==> config.mk <==
export PLATFORM = sky130hd
export DESIGN_NAME = fim_axis_register
export DESIGN_NICKNAME = d
export VERILOG_FILES = /design/src/rtl/fim_axis_register.sv
export SDC_FILE = /design/constraint.sdc
export NUM_CORES = 1
export LEC_CHECK = 0
export ABC_AREA = 0
export BUFFER_PORTS_ARGS = -buffer_cell sky130_fd_sc_hd__buf_4
export CAP_MARGIN = 0
export CORE_AREA = 2 2 473 475
export CTS_CLUSTER_DIAMETER = 40
export DETAILED_ROUTE_END_ITERATION = 8
export DIE_AREA = 0 0 475 477
export PLACE_DENSITY = 0.37
export SLEW_MARGIN = 30
export SYNTH_ARGS = -nofsm -noshare
export SYNTH_HDL_FRONTEND = slang
export SYNTH_SLANG_ARGS = --single-unit
==> constraint.sdc <==
create_clock -name clk -period 34.9 [get_ports clk]
set_input_delay 0 -clock clk [delete_from_list [all_inputs] [get_ports clk]]
set_output_delay 0 -clock clk [all_outputs]
set_load 0.02 [all_outputs]
==> src/rtl/fim_axis_register.sv <==
// fim_axis_register: single-stage AXI-Stream register slice.
//   MODE 0: skid buffer (registered s_tready), MODE 1: pipeline register,
//   MODE 2: combinational bypass.
// Optional: define OFS_FIM_AXIS_REGISTER_ASSERT_EN to compile in
// simulation-only protocol assertions.
module fim_axis_register #(
   parameter int unsigned MODE           = 0,
   parameter bit          TREADY_RST_VAL = 1'b0,
   parameter bit          ENABLE_TKEEP   = 1'b1,
   parameter bit          ENABLE_TLAST   = 1'b1,
   parameter bit          ENABLE_TID     = 1'b0,
   parameter bit          ENABLE_TDEST   = 1'b0,
   parameter bit          ENABLE_TUSER   = 1'b1,
   parameter int unsigned TDATA_WIDTH    = 512,
   parameter int unsigned TID_WIDTH      = 8,
   parameter int unsigned TDEST_WIDTH    = 8,
   parameter int unsigned TUSER_WIDTH    = 10,
   parameter string       PRESERVE_REG   = "OFF",
   parameter int unsigned REG_IN         = 0
) (
   input  logic                     clk,
   input  logic                     rst_n,

   input  logic                     s_tvalid,
   output logic                     s_tready,
   input  logic [TDATA_WIDTH-1:0]   s_tdata,
   input  logic [TDATA_WIDTH/8-1:0] s_tkeep,
   input  logic                     s_tlast,
   input  logic [TID_WIDTH-1:0]     s_tid,
   input  logic [TDEST_WIDTH-1:0]   s_tdest,
   input  logic [TUSER_WIDTH-1:0]   s_tuser,

   output logic                     m_tvalid,
   input  logic                     m_tready,
   output logic [TDATA_WIDTH-1:0]   m_tdata,
   output logic [TDATA_WIDTH/8-1:0] m_tkeep,
   output logic                     m_tlast,
   output logic [TID_WIDTH-1:0]     m_tid,
   output logic [TDEST_WIDTH-1:0]   m_tdest,
   output logic [TUSER_WIDTH-1:0]   m_tuser
);

   localparam int unsigned KEEP_W   = TDATA_WIDTH / 8;
   localparam int unsigned OFS_KEEP = TDATA_WIDTH;
   localparam int unsigned OFS_LAST = OFS_KEEP + KEEP_W;
   localparam int unsigned OFS_ID   = OFS_LAST + 1;
   localparam int unsigned OFS_DEST = OFS_ID + TID_WIDTH;
   localparam int unsigned OFS_USER = OFS_DEST + TDEST_WIDTH;
   localparam int unsigned PL_W     = OFS_USER + TUSER_WIDTH;
   localparam bit          PRESERVE_ON = (PRESERVE_REG == "ON");

   // Only the combinational input path is implemented.
   if (REG_IN != 0) begin : g_reg_in_check
      $error("fim_axis_register: REG_IN=%0d is not supported", REG_IN);
   end

   logic [PL_W-1:0] s_pl_c;
   logic [PL_W-1:0] m_pl_c;
   logic            m_valid_c;
   logic            s_ready_c;

   // Pack the sink payload; disabled fields are forced to zero.
   always_comb begin
      s_pl_c                        = '0;
      s_pl_c[TDATA_WIDTH-1:0]       = s_tdata;
      s_pl_c[OFS_KEEP +: KEEP_W]    = s_tkeep & {KEEP_W{ENABLE_TKEEP}};
      s_pl_c[OFS_LAST]              = s_tlast & ENABLE_TLAST;
      s_pl_c[OFS_ID +: TID_WIDTH]   = s_tid & {TID_WIDTH{ENABLE_TID}};
      s_pl_c[OFS_DEST +: TDEST_WIDTH] = s_tdest & {TDEST_WIDTH{ENABLE_TDEST}};
      s_pl_c[OFS_USER +: TUSER_WIDTH] = s_tuser & {TUSER_WIDTH{ENABLE_TUSER}};
   end

   if (MODE == 2) begin : g_bypass
      assign m_valid_c = s_tvalid;
      assign m_pl_c    = s_pl_c;
      assign s_ready_c = m_tready;
   end else if (MODE == 1) begin : g_pipe
      if (PRESERVE_ON) begin : g_r
         (* preserve *) logic [PL_W-1:0] data_q;
         (* preserve *) logic            valid_q;
      end else begin : g_r
         logic [PL_W-1:0] data_q;
         logic            valid_q;
      end

      logic ready_q;
      logic valid_d;
      logic ready_c;
      logic in_xfer_c;

      // Accept whenever the register is empty or being drained this cycle.
      always_comb begin
         ready_c   = ready_q & (~g_r.valid_q | m_tready);
         in_xfer_c = s_tvalid & ready_c;
         valid_d   = g_r.valid_q;
         if (ready_c) begin
            valid_d = s_tvalid;
         end
      end

      // Control state; ready_q holds the reset ready value until the first edge.
      always_ff @(posedge clk or negedge rst_n) begin
         if (!rst_n) begin
            g_r.valid_q <= 1'b0;
            ready_q     <= TREADY_RST_VAL;
         end else begin
            g_r.valid_q <= valid_d;
            ready_q     <= 1'b1;
         end
      end

      // Payload register, not reset.
      always_ff @(posedge clk) begin
         if (in_xfer_c) begin
            g_r.data_q <= s_pl_c;
         end
      end

      assign m_valid_c = g_r.valid_q;
      assign m_pl_c    = g_r.data_q;
      assign s_ready_c = ready_c;
   end else begin : g_skid
      if (PRESERVE_ON) begin : g_r
         (* preserve *) logic [PL_W-1:0] main_q;
         (* preserve *) logic [PL_W-1:0] skid_q;
         (* preserve *) logic            main_valid_q;
         (* preserve *) logic            skid_valid_q;
      end else begin : g_r
         logic [PL_W-1:0] main_q;
         logic [PL_W-1:0] skid_q;
         logic            main_valid_q;
         logic            skid_valid_q;
      end

      logic s_ready_q;
      logic s_ready_d;
      logic main_valid_d;
      logic skid_valid_d;
      logic in_xfer_c;
      logic main_free_c;
      logic load_main_c;
      logic load_skid_c;
      logic main_from_skid_c;

      // Steer accepted beats into main or skid and refill main from skid.
      always_comb begin
         in_xfer_c        = s_tvalid & s_ready_q;
         main_free_c      = ~g_r.main_valid_q | m_tready;
         main_valid_d     = g_r.main_valid_q;
         skid_valid_d     = g_r.skid_valid_q;
         load_main_c      = 1'b0;
         load_skid_c      = 1'b0;
         main_from_skid_c = 1'b0;
         if (main_free_c) begin
            if (g_r.skid_valid_q) begin
               main_from_skid_c = 1'b1;
               main_valid_d     = 1'b1;
               skid_valid_d     = in_xfer_c;
               load_skid_c      = in_xfer_c;
            end else begin
               load_main_c  = in_xfer_c;
               main_valid_d = in_xfer_c;
            end
         end else if (in_xfer_c) begin
            load_skid_c  = 1'b1;
            skid_valid_d = 1'b1;
         end
         s_ready_d = ~skid_valid_d;
      end

      // Control state with asynchronous reset.
      always_ff @(posedge clk or negedge rst_n) begin
         if (!rst_n) begin
            g_r.main_valid_q <= 1'b0;
            g_r.skid_valid_q <= 1'b0;
            s_ready_q        <= TREADY_RST_VAL;
         end else begin
            g_r.main_valid_q <= main_valid_d;
            g_r.skid_valid_q <= skid_valid_d;
            s_ready_q        <= s_ready_d;
         end
      end

      // Payload registers, not reset.
      always_ff @(posedge clk) begin
         if (main_from_skid_c) begin
            g_r.main_q <= g_r.skid_q;
         end else if (load_main_c) begin
            g_r.main_q <= s_pl_c;
         end
         if (load_skid_c) begin
            g_r.skid_q <= s_pl_c;
         end
      end

      assign m_valid_c = g_r.main_valid_q;
      assign m_pl_c    = g_r.main_q;
      assign s_ready_c = s_ready_q;

`ifdef OFS_FIM_AXIS_REGISTER_ASSERT_EN
      // Skid must never be overwritten while it still holds a beat.
      a_skid_overwrite: assert property (@(posedge clk) disable iff (!rst_n)
         !(load_skid_c && g_r.skid_valid_q && !main_from_skid_c))
         else $error("fim_axis_register: skid register written while full");
`endif
   end

   // Unpack the master payload; disabled fields drive zero.
   assign m_tvalid = m_valid_c;
   assign s_tready = s_ready_c;
   assign m_tdata  = m_pl_c[TDATA_WIDTH-1:0];
   assign m_tkeep  = m_pl_c[OFS_KEEP +: KEEP_W] & {KEEP_W{ENABLE_TKEEP}};
   assign m_tlast  = m_pl_c[OFS_LAST] & ENABLE_TLAST;
   assign m_tid    = m_pl_c[OFS_ID +: TID_WIDTH] & {TID_WIDTH{ENABLE_TID}};
   assign m_tdest  = m_pl_c[OFS_DEST +: TDEST_WIDTH] & {TDEST_WIDTH{ENABLE_TDEST}};
   assign m_tuser  = m_pl_c[OFS_USER +: TUSER_WIDTH] & {TUSER_WIDTH{ENABLE_TUSER}};

`ifdef OFS_FIM_AXIS_REGISTER_ASSERT_EN
   // Valid may only drop after a completed handshake.
   a_valid_drop: assert property (@(posedge clk) disable iff (!rst_n)
      $fell(m_tvalid) |-> $past(m_tready))
      else $error("fim_axis_register: m_tvalid fell without handshake");

   // Payload must hold while stalled.
   a_stall_stable: assert property (@(posedge clk) disable iff (!rst_n)
      (m_tvalid && !m_tready) |=> $stable(m_pl_c))
      else $error("fim_axis_register: m_* payload changed while stalled");

   // Handshake outputs must be known once out of reset.
   a_known: assert property (@(posedge clk) disable iff (!rst_n)
      !$isunknown({m_tvalid, s_tready}))
      else $error("fim_axis_register: m_tvalid or s_tready is X");
`endif

endmodule

==> impl_metrics.tcl, run 1 <==
set metrics [dict create \
    timing.critical_path.to_type "flip-flop" \
    tightest_slew_ns 1.015 \
    cts_hold_buf 1178 \
    die_h_microns 477 \
    grt_pass1_wl_microns 222000 \
    drv_slew 0 \
    fmax_ghz 0.1971 \
    r2r_cells 7 \
    port_buffers 1179 \
    vias_per_cell 3.646 \
    fin_crit_sh_pct 14.54 \
    nets 5021 \
    syn_inst 1855 \
    design_area_sq_mm 0.07666 \
    power.density_mw_per_mm2 83.30 \
    yosysSeqAreaShare_pct 79.53 \
    cp.required_ns 35.43 \
    hold_viol 0 \
    rsz0062_at_grt "false" \
    finalSetupViolCount 0 \
    clkSlewWorstSetupHoldPaths_ns 0.05 \
    synth_seq_cells 1177 \
    yosysMostFrequentCell "edfxtp_1" \
    r2r_start "m_tvalid" \
    vias 27790 \
    cts.sinks 1177 \
    cp-endpoint "g_skid.g_r.main_q[536]" \
    synth-edff-count 1174 \
    grt_overflow_total 0 \
    clock_skew_ns 0.06585 \
    synth_top_area_cell "edfxtp_1" \
    synthTopCellsByArea "edfxtp_1, mux2_4, mux2_2" \
    rows 173 \
    whs_ns 0.05468 \
    regToRegEndpoint "g_skid.g_r.main_q[536]" \
    startpoint_type "flip-flop" \
    grtUsageTotal_pct 13.59 \
    slowest_delay_ns 0.89 \
    wl_microns 159500 \
    drive_above_1_share_pct 47.24 \
    hold_class "in -> reg" \
    cp_max_fo 108 \
    post_dp_cell_area_sq_mm 0.05657 \
    clock_path_buffers 3 \
    floorplan.core_area_sq_mm 0.2214 \
    htree_levels 4 \
    final_antenna_net_count 0 \
    grt_start_max_net_pins 134 \
    synth_commonest_cells "edfxtp_1, mux2_4, mux2_2" \
    cp_slowest_cell "buf_4" \
    p_total_mw 6.386 \
    worstHoldStart "s_tkeep[4]" \
    drt-initial-drc-count 1219 \
    yosys_most_used_dff "edfxtp_1" \
    synth.avg_cell_area_sq_um 23.95 \
    cellLeakagePower_nw 30.46 \
    yosys_warnings 0 \
    firstDrtPassIters 5 \
    grt_pass1_vias 29850 \
    path_common_cell "buf_4" \
    drcViolationCount 0 \
    max_slew_margin_pct 32.36 \
    fin_setup_tns_ns 0 \
    critical_path.cell_chain "nand2b_1 -> nand2_4 -> buf_4 -> buf_4 -> buf_12 -> buf_4 -> mux2_4" \
    io_pins 1212 \
    post_cts_resized 0 \
    synthArstFlopShare_pct 0.2549 \
    cts-buffers-inserted 238 \
    synth_top_area_share_pct 79.36 \
    crit_type "reg -> reg" \
    rrSetupSlack_ns 29.83 \
    startpoint "m_tvalid" \
    cts_tree "yes" \
    max_cap_viol_count 0 \
    initial_core_util_pct 20.06 \
    dieArea_sq_mm 0.2266 \
    critPathArrivalTime_ns 5.61 \
    clk_latency_ns 0.83 \
    chipWidth_microns 475 \
    synth_area_sq_mm 0.04442 \
    final_util_pct 34.62 \
    ir_worst_vdd_v 0.00004893 \
    gp_congestion 0.7586 \
    outcome "complete, no violations" \
    antenna_found_initial 41 \
    dp_hpwl_microns 109600 \
    post_cts_buffers 0 \
    area.growth.synth_to_final_pct 72.58 \
    wl_per_cell_microns 20.93 \
    min_period_ns 5.073 \
    yosysUniqueCellTypes 16 \
    cts-root-buf "clkbuf_16" \
]
## per-stage QoR
stage          worst slack (ns)  instances
6_report                  29.83       7621
5_1_grt                   29.60       7614
4_1_cts                   29.78       7600
3_5_place_dp              29.81       5971
3_3_place_gp              29.81       5970
2_1_floorplan             8.410       1870
## worst max-delay path: cells and delay by family, from the launching register on
kind / cells / cell delay, ns
flops: 1 / 0.37
mux: 1 / 0.35
buf+inv: 4 / 2.84
simple gates: 2 / 0.78
## cell type report
class / instances / area, sq um
Clock inverter: 184 / 2141
Tap cell: 2975 / 3722
Antenna cell: 21 / 52.55
Timing Repair Buffer: 2385 / 20950
Multi-Input combinational cell: 612 / 8358
Fill cell: 21520 / 144800
Sequential cell: 1177 / 35330
Clock buffer: 267 / 6107
## registers in the layout, indices dropped and copies added, names as in the netlist
register,cells
g_skid.g_r.main_q,587
g_skid.g_r.skid_q,587
g_skid.g_r.skid_valid_q,1
m_tvalid,1
s_tready,1
## per-layer routing
| layer | share of wire [%] | GRT usage (%) | up-vias | wire, microns |
|---|---|---|---|---|
| met5 | 0.085 | 0 | - | 136 |
| met4 | 2.6 | 3.911 | 20 | 4136 |
| met3 | 11 | 7.017 | 276 | 18160 |
| met2 | 49 | 23.31 | 1093 | 78140 |
| met1 | 37 | 14.45 | 13700 | 58950 |
| li1 | - | - | 12700 | - |
## placed cells by master, fill, tap and decap left out
| cell type | count |
|---|---|
| diode_2 | 21 |
| nand2b_1 | 1 |
| bufinv_16 | 34 |
| clkinv_8 | 2 |
| clkinv_1 | 36 |
| clkinv_16 | 7 |
| clkbuf_16 | 240 |
| inv_16 | 1 |
| clkinv_2 | 40 |
| a21o_1 | 1 |
| edfxtp_1 | 1174 |
| clkinv_4 | 22 |
| dfrtp_1 | 3 |
| clkinvlp_4 | 31 |
| mux2_4 | 430 |
| buf_12 | 5 |
| nor2b_1 | 1 |
| a21oi_1 | 2 |
| dlygate4sd3_1 | 1178 |
| nand2_4 | 1 |
| clkbuf_1 | 27 |
| nor2_4 | 1 |
| buf_16 | 1 |
| nand2_1 | 1 |
| buf_6 | 4 |
| o211a_4 | 1 |
| mux2_2 | 157 |
| buf_4 | 1197 |
| conb_1 | 16 |
| inv_6 | 11 |
## kinds of logic after synthesis
family / synth area share (%)
multiplexers: 18.51
AO/OA/AOI/OAI: 0.06198
AND/OR/NAND/NOR: 0.05353
flip-flops: 79.53
other: 0.008442
buffers and inverters: 1.828
## worst min path at each step
stage | cells past startpoint | endpoint | slack (ns)
floorplan | 0 | g_skid.g_r.skid_valid_q | -0.30
global placement | 1 | m_tvalid | -0.21
detailed placement | 1 | m_tvalid | -0.20
CTS | 3 | g_skid.g_r.main_q[324] | 0.0004
global route | 2 | g_skid.g_r.skid_q[518] | -0.003
finish | 2 | g_skid.g_r.skid_q[516] | 0.05
## power breakdown
group / switching (mW) / internal (mW) / leakage, nW
clock network: 0.809 / 1.51 / 3.93
logic: 1.04 / 0.762 / 15.4
registers: 0.125 / 2.14 / 11.1
total: 1.98 / 4.41 / 30.5
(Power assumes the default switching activity.)
==> inputs of run 2 (changes only) <==
- ABC_AREA: 0 -> 1
- CORE_AREA: 2 2 473 475 -> 2 2 465 467
- DIE_AREA: 0 0 475 477 -> 0 0 467 469
- PLACE_DENSITY: 0.37 -> 0.39
- clock period: 34.9 -> 4.5 ns (I/O delays scaled with it)
==> run 2 against run 1 <==
Against the previous run: final cell count grew 14%; clock-buffer cell count fell by 32; combinational power rose to 7.4 times the previous value; die area is 3.3% lower; worst hold slack better by 0.022 ns; highest routed layer unchanged.
==> impl_metrics.tcl, run 2 <==
set metrics [dict create \
    yosys_most_used_dff "edfxtp_1" \
    drv_slew 0 \
    p_comb_share_pct 27.7 \
    synth_top_area_cell "edfxtp_1" \
    cellLeakagePower_nw 30.97 \
    synth_commonest_cells "nand2_1, edfxtp_1, nand3_1" \
    grtUsageTotal_pct 15.98 \
    hold_class "in -> reg" \
    cts.sinks 1177 \
    final_antenna_net_count 0 \
    initial_core_util_pct 20.48 \
    synth_area_sq_mm 0.04378 \
    synth.avg_cell_area_sq_um 13.82 \
    rows 170 \
    chipWidth_microns 467 \
    max_cap_viol_count 0 \
    most-common-layout-cells "buf_4, nand2_1, edfxtp_1" \
    holdPathStages 2 \
    port_buffers 1179 \
    fin_crit_sh_pct 63.30 \
    final_util_pct 35.54 \
    fillers 21250 \
    reg_top3 "g_skid.g_r.main_q (587), g_skid.g_r.skid_q (587)" \
    cp_max_fo 81 \
    grt_start_max_net_pins 117 \
    critPathArrivalTime_ns 3.33 \
    vias_per_cell 4.035 \
    clock_path_buffers 3 \
    clkSlewWorstSetupHoldPaths_ns 0.05 \
    gp_congestion 0.8244 \
    final_common_cell "buf_4" \
    firstDrtPassIters 5 \
    area.growth.synth_to_final_pct 73.52 \
    regToRegEndpoint "g_skid.g_r.main_q[276]" \
    clock_skew_ns 0.1007 \
    drt-met1-wl_microns 72230 \
    post_cts_buffers 0 \
    timing.critical_path.to_type "flip-flop" \
    fmax_ghz 0.3511 \
    ir_worst_vdd_v 0.0003804 \
    p_total_mw 48.08 \
    clockPowerShare_pct 36.7 \
    die_h_microns 469 \
    hold_viol 0 \
    grt_overflow_total 0 \
    wl_per_cell_microns 21.01 \
    synthArstFlopShare_pct 0.2549 \
    cp.required_ns 4.99 \
    cts-root-buf "clkbuf_16" \
    power.net_switching_mw 16.27 \
    crit_type "reg -> reg" \
    cp_slowest_cell "clkinvlp_4" \
    rrSetupSlack_ns 1.65 \
    worstHoldEndpoint "g_skid.g_r.skid_q[594]" \
    io_pins 1212 \
    synth_top_area_share_pct 80.52 \
    dr.max_layer_used "met5" \
    floorplan.core_area_sq_mm 0.2138 \
    dp_hpwl_microns 123800 \
    met2WireLength_microns 84020 \
    nets 6222 \
    drive_above_1_share_pct 28.21 \
    worstHoldStart "s_tuser[1]" \
    multiInputGateArea_sq_mm 0.007496 \
    switching_share_pct 33.84 \
    synthTopCellsByArea "edfxtp_1, nand2_1, nand3_1" \
    cts_tree "yes" \
    r2r_start "m_tvalid" \
    wl_met3_microns 17510 \
    critical_path_buf_inv_count 3 \
    register_area_sq_mm 0.03533 \
    yosysSeqAreaShare_pct 80.69 \
    yosys_warnings 0 \
    startpoint_type "flip-flop" \
    yosysMostFrequentCell "nand2_1" \
    rsz0062_at_grt "false" \
    vias 35070 \
    crit_family "buffers and inverters" \
    htree_levels 4 \
    p_int_mw 31.81 \
    grt_pass1_wl_microns 256100 \
    synth_seq_cells 1177 \
    wl_microns 182600 \
    dieArea_sq_mm 0.2190 \
    antenna_found_initial 68 \
    power.density_mw_per_mm2 632.9 \
    finalSetupViolCount 0 \
    seqPwrFrac_pct 35.6 \
    drt-initial-drc-count 2308 \
    critical_path.cell_chain "nand2_8 -> nand2_1 -> clkinvlp_4 -> buf_12 -> buf_12" \
    cts-buffers-inserted 224 \
    slowest_delay_ns 0.61 \
    dp_slack_ns 1.498 \
    synth-edff-count 1174 \
    max_slew_margin_pct 35.88 \
    clk_latency_ns 0.86 \
    drcViolationCount 0 \
    postLayoutSetupSlackWorst_ns 1.652 \
    grt_pass1_vias 36080 \
    yosysUniqueCellTypes 16 \
    tightest_slew_ns 0.9618 \
    syn_inst 3169 \
    path_common_cell "buf_12" \
    r2r_cells 5 \
    outcome "complete, no violations" \
    min_period_ns 2.848 \
]
run 2: changes by cell type after synthesis, sizes merged, moves of 4 or more:
cell,previous run,this run
mux2,587,0
clkbuf,0,56
buf,81,156
nand2,2,1184
inv,0,4
nand3,0,588
run 2: power groups by stage:
stage               clock network [mW]  registers, mW  logic [mW]
finish                            17.7           17.1        13.3
global route                      18.6           17.4        14.3
CTS                               18.1           17.2        13.7
detailed placement                   0           17.4        12.8
global placement                     0           17.3        12.8
floorplan                            0           18.8        3.57
run 2: worst reg2reg max path, delay by kind of cell, from the launching register on:
kind	cells	cell delay, ns
buffers and inverters	3	1.28
DFF	1	0.45
and+or+nand+nor	2	0.71
run 2: timing repair:
action / in CTS / in global routing
hold buffers: 1172 / 0
gates resized for setup: 0 / 0
endpoints found under the hold margin: 1286 / 0
run 2: cell type report:
cell class	instances	area share (%)
diodes	44	0.1449
clock buffers	235	7.432
clock inverters	186	3.185
inverters	4	0.02470
multi-input cells	1791	9.867
flip-flops and latches	1177	46.51
well taps	2838	4.674
repair buffers	2417	28.17
run 2: logic make-up after synthesis:
logic type	count (synthesis)	synth area share, %
AND/OR/NAND/NOR	1773	16.90
flip-flops	1177	80.69
buffers and inverters	216	2.383
other	1	0.008565
AO/OA/AOI/OAI	2	0.02284
run 2: worst max path at each step:
stage | startpoint | endpoint | slack [ns] | cells past startpoint
2_1_floorplan | g_skid.g_r.skid_valid_q | g_skid.g_r.skid_q[0] | -6.44 | 4
3_3_place_gp | m_tvalid | g_skid.g_r.main_q[389] | 1.52 | 5
3_5_place_dp | m_tvalid | g_skid.g_r.main_q[337] | 1.50 | 5
4_1_cts | m_tvalid | g_skid.g_r.main_q[236] | 1.44 | 5
5_1_grt | m_tvalid | g_skid.g_r.main_q[276] | 1.38 | 5
6_report | m_tvalid | g_skid.g_r.main_q[276] | 1.65 | 5
run 2: stage by stage:
stage               instance area (sq um)  instances  hold slack, ns  setup TNS [ns]
floorplan                           43860       3184         -0.2956        -7075.02
global placement                    56060       7055         -0.1976               0
detailed placement                  56070       7055         -0.1942               0
CTS                                 75860       8648       0.0007206               0
global route                        75930       8673         0.03094               0
finish                              75970       8692         0.07685               0
run 2: routing by layer:
layer  GRT usage [%]  vias up
met5          0.4113        -
met4           7.620       50
met3           6.161      350
met2           25.26     1403
met1           19.01    16960
li1                -    16310
==> inputs of run 3 (changes only) <==
- CORE_AREA: 2 2 465 467 -> 2 2 469 471
- DIE_AREA: 0 0 467 469 -> 0 0 471 473
- PLACE_DENSITY: 0.39 -> 0.37
- clock period: 4.5 -> 2.7 ns (I/O delays scaled with it)
==> run 3 against run 2 <==
Against the previous run: sequential share of layout area down 0.17 points; flip-flop and latch count unchanged; critical path type unchanged; clock power grew 63%; largest power group unchanged; highest routed layer unchanged; wire length increased by 1.7%; worst hold slack worse by 0.016 ns; clock-buffer cell count increased by 18; global-route usage rose by 0.075 points.
==> impl_metrics.tcl, run 3 (same netlist as run 2, synthesis figures left out) <==
set metrics [dict create \
    outcome "complete, no violations" \
    cellLeakagePower_nw 31.13 \
    register_area_sq_mm 0.03533 \
    grtUsageTotal_pct 16.05 \
    critPathArrivalTime_ns 2.56 \
    power.density_mw_per_mm2 1051 \
    clock_skew_ns 0.06618 \
    final_common_cell "buf_4" \
    min_period_ns 2.068 \
    area.growth.synth_to_final_pct 74.14 \
    chipWidth_microns 471 \
    timing.critical_path.to_type "flip-flop" \
    max_slew_margin_pct 24.54 \
    rows 172 \
    max_cap_viol_count 0 \
    fmax_ghz 0.4836 \
    final_util_pct 34.94 \
    htree_levels 4 \
    drv_slew 0 \
    finalSetupViolCount 0 \
    drive_above_1_share_pct 28.62 \
    grt-busiest-layer "met2" \
    drt-initial-drc-count 2226 \
    switching_share_pct 33.65 \
    place_inst 7126 \
    ir_worst_vdd_v 0.0006146 \
    initial_core_util_pct 20.06 \
    cts_tree "yes" \
    whs_ns 0.06089 \
    cp_max_fo 54 \
    hold_class "in -> reg" \
    gp_congestion 0.8194 \
    floorplan.core_area_sq_mm 0.2182 \
    wl_microns 185800 \
    grt_pass1_wl_microns 262900 \
    use_met2_pct 26.67 \
    postLayoutSetupSlackWorst_ns 0.6321 \
    cts-root-buf "clkbuf_16" \
    fin_setup_tns_ns 0 \
    post_dp_cell_area_sq_mm 0.05672 \
    most-common-layout-cells "buf_4, nand2_1, edfxtp_1" \
    firstDrtPassIters 5 \
    clk_latency_ns 0.84 \
    reg_top3 "g_skid.g_r.main_q (587), g_skid.g_r.skid_q (587)" \
    clock_path_buffers 3 \
    cts.sinks 1177 \
    design_area_sq_mm 0.07625 \
    rsz0062_at_grt "false" \
    tightest_slew_ns 1.132 \
    hold_viol 0 \
    power.net_switching_mw 26.96 \
    io_pins 1212 \
    startpoint_type "flip-flop" \
    vias_per_cell 4.003 \
    dieArea_sq_mm 0.2228 \
    multiInputGateArea_sq_mm 0.007496 \
    p_comb_share_pct 28.5 \
    antenna_found_initial 78 \
    clockPowerShare_pct 36.1 \
    dp_slack_ns 0.5627 \
    grt_start_max_net_pins 154 \
    vias 35010 \
    use_met3_pct 5.977 \
    drcViolationCount 0 \
    seqPwrFrac_pct 35.4 \
    p_total_mw 80.13 \
    nets 6246 \
    port_buffers 1179 \
    fillers 21700 \
    dp_hpwl_microns 129300 \
    final_antenna_net_count 0 \
    cts-buffers-inserted 230 \
    crit_type "reg -> reg" \
    final_cells 8746 \
    cp.required_ns 3.19 \
    p_int_mw 53.17 \
    grt_pass1_vias 35700 \
    wl_per_cell_microns 21.24 \
    fin_crit_sh_pct 76.59 \
    grt_overflow_total 0 \
    grtUsageMet1_pct 19.50 \
    die_h_microns 473 \
    post_cts_resized 0 \
    clkSlewWorstSetupHoldPaths_ns 0.05 \
]
run 3: worst paths after layout:
path                                               from                       to  slack [ns]  depth (start not counted)
worst max-delay path            g_skid.g_r.skid_valid_q   g_skid.g_r.main_q[323]        0.63                          6
worst min-delay path                       s_tdata[469]   g_skid.g_r.skid_q[469]        0.06                          2
worst max register to register  g_skid.g_r.skid_valid_q   g_skid.g_r.main_q[323]        0.63                          6
worst min register to register   g_skid.g_r.skid_q[232]   g_skid.g_r.main_q[232]        0.50                          2
max in group asynchronous                         rst_n  g_skid.g_r.skid_valid_q        2.31                          3
min in group asynchronous                         rst_n  g_skid.g_r.skid_valid_q        0.22                          3
run 3: critical path: stages (launching register included):
cell        delay, ns
dfrtp_4          0.53
inv_1            0.13
nand2_1          0.12
nand2_1          0.10
clkinvlp_4       0.22
buf_12           0.25
buf_12           0.32
run 3: routing by layer:
layer | wire length, microns | part of all wire (%)
met3 | 16540 | 8.9
met5 | 514 | 0.28
met1 | 74890 | 40
met4 | 4239 | 2.3
met2 | 89580 | 48
run 3: cell type report:
class                      instances  area share [%]
multi-input combinational       1791           9.831
antenna                           33          0.1083
timing repair buffer            2435           28.61
tap                             2871           4.711
clock buffer                     253           7.718
sequential                      1177           46.34
inverter                           4         0.02462
clock inverter                   182           2.657
run 3: power groups by stage:
| stage | clock network, mW | logic (mW) | registers, mW |
|---|---|---|---|
| 6_report | 28.9 | 22.8 | 28.4 |
| 5_1_grt | 30.4 | 24.5 | 28.8 |
| 4_1_cts | 29.6 | 23.5 | 28.5 |
| 3_5_place_dp | 0 | 22.0 | 28.7 |
| 3_3_place_gp | 0 | 22.0 | 28.7 |
| 2_1_floorplan | 0 | 5.44 | 28.5 |
run 3: what timing repair did:
| action | 4_1_cts | 5_1_grt |
|---|---|---|
| setup endpoints to repair | 0 | 0 |
| endpoints found under the hold margin | 1221 | 0 |
| setup buffers | 0 | 0 |
| hold buffers | 1152 | 0 |
